### config.mk
export PLATFORM = sky130hd
export DESIGN_NAME = axi_lite_responder
export DESIGN_NICKNAME = d
export VERILOG_FILES = /design/src/rtl/axi_lite_responder.sv
export SDC_FILE = /design/constraint.sdc
export NUM_CORES = 2
export LEC_CHECK = 0
export ABC_AREA = 1
export CAP_MARGIN = 20
export CELL_PAD_IN_SITES_DETAIL_PLACEMENT = 0
export CELL_PAD_IN_SITES_GLOBAL_PLACEMENT = 1
export CORE_MARGIN = 2
export CORE_UTILIZATION = 35
export DETAILED_ROUTE_END_ITERATION = 6
export GPL_TIMING_DRIVEN = 1
export HOLD_SLACK_MARGIN = 0.02
export PLACE_DENSITY_LB_ADDON = 0.1
export SLEW_MARGIN = 5
export SYNTH_ARGS = -nofsm -noshare
export SYNTH_HDL_FRONTEND = slang
export SYNTH_SLANG_ARGS = --single-unit
export TNS_END_PERCENT = 50
### constraint.sdc
create_clock -name clk -period 23.4 [get_ports clk]
set_input_delay 3.51 -clock clk [delete_from_list [all_inputs] [get_ports clk]]
set_output_delay 3.51 -clock clk [all_outputs]
set_load 0.05 [all_outputs]
### src/rtl/axi_lite_responder.sv
// ---------------------------------------------------------------------------
// axi_lite_responder
//   AXI4-Lite slave backed by a DEPTH x 32-bit register file. Write and read
//   paths are independent FSMs and never stall each other.
//
//   Handshake rule (all five channels): a transfer happens on a rising clk
//   edge where valid && ready are both 1. A source that raises valid holds it
//   and its payload stable until that edge. This block never withdraws
//   bvalid/rvalid or changes bresp/rresp/rdata before the handshake.
//
//   Parameters
//     DEPTH        number of 32-bit words (power of two, 2..256)
//     READ_LATENCY idle cycles in R_WAIT between AR handshake and rvalid (0..15)
//
//   Optional feature
//     AXI_LITE_RESPONDER_OOR_ERR_EN  when defined, addresses >= DEPTH*4 get
//     SLVERR, no write and rdata=0. Otherwise upper address bits alias.
//
//   Ports
//     clk, s_areset                    clock, async active-high reset
//     s_axi_aw* / s_axi_w* / s_axi_b*  write address / data / response
//     s_axi_ar* / s_axi_r*             read address / data
//     dbg_wr_state                     write FSM state (0 W_IDLE, 1 W_RESP)
//     dbg_rd_state                     read FSM state (0 R_IDLE, 1 R_WAIT, 2 R_DATA)
// ---------------------------------------------------------------------------
module axi_lite_responder #(
  parameter int DEPTH        = 16,
  parameter int READ_LATENCY = 2
) (
  input  logic        clk,
  input  logic        s_areset,
  input  logic [31:0] s_axi_awaddr,
  input  logic [2:0]  s_axi_awsize,
  input  logic        s_axi_awvalid,
  output logic        s_axi_awready,
  input  logic [31:0] s_axi_wdata,
  input  logic [3:0]  s_axi_wstrb,
  input  logic        s_axi_wvalid,
  output logic        s_axi_wready,
  output logic [1:0]  s_axi_bresp,
  output logic        s_axi_bvalid,
  input  logic        s_axi_bready,
  input  logic [31:0] s_axi_araddr,
  input  logic [2:0]  s_axi_arsize,
  input  logic        s_axi_arvalid,
  output logic        s_axi_arready,
  output logic [31:0] s_axi_rdata,
  output logic [1:0]  s_axi_rresp,
  output logic        s_axi_rvalid,
  input  logic        s_axi_rready,
  output logic        dbg_wr_state,
  output logic [1:0]  dbg_rd_state
);

  localparam int IW = $clog2(DEPTH);
  localparam logic [1:0] RESP_OKAY   = 2'b00;
  localparam logic [1:0] RESP_SLVERR = 2'b10;
  localparam logic [3:0] LAT_LOAD    = 4'((READ_LATENCY == 0) ? 0 : READ_LATENCY - 1);

  typedef enum logic {W_IDLE = 1'b0, W_RESP = 1'b1} w_state_t;
  typedef enum logic [1:0] {R_IDLE = 2'd0, R_WAIT = 2'd1, R_DATA = 2'd2} r_state_t;

  logic [31:0] mem [DEPTH];

  // Ready outputs stay low during reset and come up on the first edge after
  // release; this flag provides that one-edge delay.
  logic ready_en;

  always_ff @(posedge clk or posedge s_areset) begin
    if (s_areset) ready_en <= 1'b0;
    else          ready_en <= 1'b1;
  end

  // -------------------------------------------------------------------------
  // Write path
  // -------------------------------------------------------------------------
  w_state_t    w_state, w_state_next;
  logic        aw_held, w_held;
  logic [31:0] aw_addr_q, w_data_q;
  logic [3:0]  w_strb_q;
  logic        aw_fire, w_fire, aw_have, w_have, commit;
  logic [31:0] cur_addr, cur_data;
  logic [3:0]  cur_strb;
  logic [IW-1:0] wr_idx;
  logic        wr_err;

  assign s_axi_awready = ready_en && (w_state == W_IDLE) && !aw_held;
  assign s_axi_wready  = ready_en && (w_state == W_IDLE) && !w_held;
  assign s_axi_bvalid  = (w_state == W_RESP);
  assign dbg_wr_state  = w_state;

  assign aw_fire = s_axi_awvalid && s_axi_awready;
  assign w_fire  = s_axi_wvalid && s_axi_wready;
  // "have" = captured earlier or being captured on this edge, so the write
  // commits on the very edge the second half arrives.
  assign aw_have = aw_held || aw_fire;
  assign w_have  = w_held || w_fire;
  assign commit  = (w_state == W_IDLE) && aw_have && w_have;

  assign cur_addr = aw_held ? aw_addr_q : s_axi_awaddr;
  assign cur_data = w_held  ? w_data_q  : s_axi_wdata;
  assign cur_strb = w_held  ? w_strb_q  : s_axi_wstrb;
  assign wr_idx   = cur_addr[IW+1:2];

`ifdef AXI_LITE_RESPONDER_OOR_ERR_EN
  assign wr_err = |cur_addr[31:IW+2];
`else
  assign wr_err = 1'b0;
`endif

  always_comb begin
    w_state_next = w_state;
    case (w_state)
      W_IDLE:  if (commit) w_state_next = W_RESP;
      W_RESP:  if (s_axi_bready) w_state_next = W_IDLE;
      default: w_state_next = W_IDLE;
    endcase
  end

  always_ff @(posedge clk or posedge s_areset) begin
    if (s_areset) begin
      w_state     <= W_IDLE;
      aw_held     <= 1'b0;
      w_held      <= 1'b0;
      aw_addr_q   <= '0;
      w_data_q    <= '0;
      w_strb_q    <= '0;
      s_axi_bresp <= RESP_OKAY;
    end else begin
      w_state <= w_state_next;
      if (aw_fire) aw_addr_q <= s_axi_awaddr;
      if (w_fire) begin
        w_data_q <= s_axi_wdata;
        w_strb_q <= s_axi_wstrb;
      end
      if (commit) begin
        aw_held     <= 1'b0;
        w_held      <= 1'b0;
        s_axi_bresp <= wr_err ? RESP_SLVERR : RESP_OKAY;
      end else begin
        if (aw_fire) aw_held <= 1'b1;
        if (w_fire)  w_held  <= 1'b1;
      end
    end
  end

  // Storage. Reads in the read path see the pre-edge value when a write to
  // the same word commits on the same edge (plain non-blocking semantics).
  always_ff @(posedge clk or posedge s_areset) begin
    if (s_areset) begin
      for (int i = 0; i < DEPTH; i++) mem[i] <= '0;
    end else if (commit && !wr_err) begin
      for (int b = 0; b < 4; b++) begin
        if (cur_strb[b]) mem[wr_idx][8*b +: 8] <= cur_data[8*b +: 8];
      end
    end
  end

  // -------------------------------------------------------------------------
  // Read path
  // -------------------------------------------------------------------------
  r_state_t    r_state, r_state_next;
  logic [31:0] ar_addr_q;
  logic [3:0]  lat_cnt;
  logic        ar_fire, enter_data, rd_err;
  logic [31:0] sample_addr;
  logic [IW-1:0] rd_idx;

  assign s_axi_arready = ready_en && (r_state == R_IDLE);
  assign s_axi_rvalid  = (r_state == R_DATA);
  assign dbg_rd_state  = r_state;
  assign ar_fire       = s_axi_arvalid && s_axi_arready;

  // With zero latency the sample happens on the AR handshake edge itself, so
  // the live address is used; otherwise the captured one.
  assign sample_addr = (r_state == R_IDLE) ? s_axi_araddr : ar_addr_q;
  assign rd_idx      = sample_addr[IW+1:2];
  assign enter_data  = (r_state_next == R_DATA) && (r_state != R_DATA);

`ifdef AXI_LITE_RESPONDER_OOR_ERR_EN
  assign rd_err = |sample_addr[31:IW+2];
`else
  assign rd_err = 1'b0;
`endif

  always_comb begin
    r_state_next = r_state;
    case (r_state)
      R_IDLE: begin
        if (ar_fire) r_state_next = (READ_LATENCY == 0) ? R_DATA : R_WAIT;
      end
      R_WAIT: begin
        if (lat_cnt == 4'd0) r_state_next = R_DATA;
      end
      R_DATA: begin
        if (s_axi_rready) r_state_next = R_IDLE;
      end
      default: r_state_next = R_IDLE;
    endcase
  end

  always_ff @(posedge clk or posedge s_areset) begin
    if (s_areset) begin
      r_state     <= R_IDLE;
      ar_addr_q   <= '0;
      lat_cnt     <= '0;
      s_axi_rdata <= '0;
      s_axi_rresp <= RESP_OKAY;
    end else begin
      r_state <= r_state_next;
      if (ar_fire) begin
        ar_addr_q <= s_axi_araddr;
        lat_cnt   <= LAT_LOAD;
      end else if (r_state == R_WAIT && lat_cnt != 4'd0) begin
        lat_cnt <= lat_cnt - 4'd1;
      end
      if (enter_data) begin
        s_axi_rdata <= rd_err ? 32'h0 : mem[rd_idx];
        s_axi_rresp <= rd_err ? RESP_SLVERR : RESP_OKAY;
      end
    end
  end

  // Size fields and byte-offset bits carry no meaning for word storage.
`ifdef AXI_LITE_RESPONDER_OOR_ERR_EN
  logic unused_bits;
  assign unused_bits = ^{s_axi_awsize, s_axi_arsize, cur_addr[1:0], sample_addr[1:0]};
`else
  logic unused_bits;
  assign unused_bits = ^{s_axi_awsize, s_axi_arsize, cur_addr[1:0], sample_addr[1:0],
                         cur_addr[31:IW+2], sample_addr[31:IW+2]};
`endif

endmodule

==> results.cfg <==
[run_status]
outcome = completed

[worst_setup_path]
reg2reg_depth = 9
crit_path_end_kind = register
worstPathArrival_ps = 6960
start_kind = input pin
rrSetupSlack_ps = 19450
endpoint = s_axi_rdata[29]
crit_path_start = s_axi_araddr[2]
reg2reg_from = w_held
cp.required_ps = 23900
crit_type = input pin to register
r2r-end = mem[437]
worstPathMaxFanout = 71

[routing]
via_per_inst = 4.76
wl_mm = 94.2
wl_per_cell_um = 18.8
dr.pass1.iters = 5
post-route-drc-count = 0
vias = 23900
drt_iter0_drc = 1612
ant_nets = 0

[clocking]
clock_sinks = 598
ctsHtreeMaxLevel = 3
cts.clk_slew.worst_paths_ps = 60
cts_hold_buf = 0
cts_buffer_depth = 3
cts_setup_buffers = 0
clock_latency_ps = 610
cts_made_buffers = 73
cts_root_buffer = clkbuf_16
ctsResizeCount = 0
cts_tree = done

[finish]
drive_gt1_share_pct = 7.92
fillerInstances = 9074
syn_to_final_growth_pct = 12.2
nets = 3924

[global_routing]
grt_remaining_overflow = 0
grt_first_pass_wirelength_mm = 147
grt_antenna_before_repair = 0
grt_pass1_vias = 23400
grt_start_max_net_pins = 100
grt_use_total_pct = 21.4

[yosys]
ys_seq_area_share_pct = 49.2
synth_top_family_by_area = simple AND/OR/NAND/NOR gates
netlist_area_um2 = 30400
synth_simple_gate_area_share_pct = 28.2
synth-xor-area-share_pct = 0
synthMuxAreaShare_pct = 0.148
ys_seq_elements = 598
syn_inst = 3836
synthAdderAreaFrac_pct = 0.0411
ys_types = 34
synth_compound_area_share_pct = 10.2
ys_warn_count = 0
avgSynthCellArea_um2 = 7.93

[sta]
worst_pin_slew_ps = 1030
period_needed_ps = 6460
setup_viol = 0
rsz0062_at_grt = no
worst_clock_skew_ps = 15.4
fin_setup_tns_ps = 0
post-route-period-util_pct = 27.6
max_freq_mhz = 155
max_slew_margin_pct = 31.2
hold_violations = 0
drv_slew = 0

[placement]
gp_congestion = 0.739
port-buffer-count = 90
dp_hpwl_mm = 54.6

[hold_path]
hp-class = register to register
holdPathStages = 1

[die]
core_um2 = 86500
rows = 108
pin_count = 157
start_util_pct = 35.2
die_y_um = 299
die_width_um = 299
die_area_um2 = 89300

[power_and_ir_drop]
irDropWorstVdd_mv = 0.101
p_total_mw = 5.23
p_per_area_nw_per_um2 = 153
leakage_nw = 16.9

[flow_run]
cap_violations = 0
[stage by stage]
stage	utilization (%)	cells	setup slack, ps	cell area [um2]	hold slack, ps
floorplan	-	3839	3150	30400	435
global placement	36.8	4889	16110	31800	462
detailed placement	36.8	4889	16140	31800	461
CTS	39.4	5018	16800	34100	469
global route	39.5	5019	16430	34100	497
finish	39.5	5020	16940	34100	465
[where the power goes]
part / internal [mW] / switching, mW / total, mW
sequential: 1.46 / 0.141 / 1.60
combinational: 0.702 / 1.81 / 2.51
clock: 0.657 / 0.460 / 1.12
[routing by layer]
| layer | part of all wire (%) | vias to the layer above | global-route usage (%) |
|---|---|---|---|
| met5 | 0 | - | 0 |
| met4 | 2.1 | 0 | 5.48 |
| met3 | 3.8 | 106 | 2.61 |
| met2 | 45 | 434 | 33.5 |
| met1 | 49 | 11300 | 31.2 |
| li1 | - | 12100 | - |
[synthesized netlist by cell type, drive strengths merged]
cell / instances / area share [%]
or2: 4 / 0.082
nand2: 728 / 9.5
inv: 573 / 7.1
buf: 158 / 3.8
o21ai: 217 / 3.7
o22ai: 1 / 0.021
nor2: 406 / 5.7
nand3: 657 / 13
nor3: 4 / 0.12
dlygate4sd1: 12 / 0.35
dfrtp: 598 / 49
clkinv: 1 / 0.029
conb: 2 / 0.025
mux2: 4 / 0.15
clkbuf: 81 / 1.0
ha: 1 / 0.041
o31ai: 1 / 0.025
a21oi: 387 / 6.5
nor4: 1 / 0.021
[cells by family after synthesis]
group,after synthesis
AND/OR/NAND/NOR,1800
other,2
AO/OA/AOI/OAI,606
buffers and inverters,825
adder cells (fa/ha/maj),1
multiplexers,4
flip-flops,598
[worst min path at each step]
stage          slack (ps)              end             from
2_1_floorplan         440       lat_cnt[3]       lat_cnt[3]
3_3_place_gp          460       lat_cnt[3]       lat_cnt[3]
3_5_place_dp          460       lat_cnt[3]       lat_cnt[3]
4_1_cts               470       lat_cnt[3]       lat_cnt[3]
5_1_grt               500  s_axi_rdata[14]  s_axi_rdata[14]
6_report              470       lat_cnt[3]       lat_cnt[3]
[cells in the final DEF (no fill, tap or decap), drive strengths merged]
| cell | netlist | routed |
|---|---|---|
| o22ai | 1 | 1 |
| nand3 | 657 | 657 |
| clkdlybuf4s50 | 0 | 90 |
| nand2 | 728 | 728 |
| clkinv | 1 | 12 |
| o21ai | 217 | 217 |
| clkbuf | 81 | 113 |
| ha | 1 | 1 |
| diode | 0 | 1 |
| or2 | 4 | 4 |
| nor4 | 1 | 1 |
| clkinvlp | 0 | 2 |
| nor3 | 4 | 4 |
| buf | 158 | 57 |
| inv | 573 | 575 |
| dfrtp | 598 | 598 |
| o31ai | 1 | 1 |
| nor2 | 406 | 406 |
| mux2 | 4 | 4 |
| bufinv | 0 | 1 |
| conb | 2 | 5 |
| a21oi | 387 | 387 |
[area by class of cell]
type / instances / area (um2) / share of cell area [%]
inverters: 574 / 2170 / 6.35
diodes: 1 / 2.50 / 0.00733
flip-flops and latches: 598 / 15000 / 43.9
clock inverters: 16 / 118 / 0.345
clock buffers: 113 / 2200 / 6.45
repair buffers: 147 / 1340 / 3.93
well taps: 1155 / 1450 / 4.23
multi-input cells: 2416 / 11900 / 34.8
[worst max-delay path, stage by stage]
cell             delay, ps
clkdlybuf4s50_1        480
inv_1                  140
nand2_4                390
nand2_4                700
buf_4                  850
nand2_1                110
nand3_1                130
nand3_1                100
nand3_1                170
nand2_1                150
nand2_1                 90
nand2_1                 60
[registers in the layout (all words and copies together), names as in the netlist]
signal and flops:
ar_addr_q 4, aw_addr_q 4, aw_held 1, dbg_rd_state 2
dbg_wr_state 1, lat_cnt 4, mem 512, ready_en 1
s_axi_rdata 32, w_data_q 32, w_held 1, w_strb_q 4
Power figures use the tool's default switching activity.
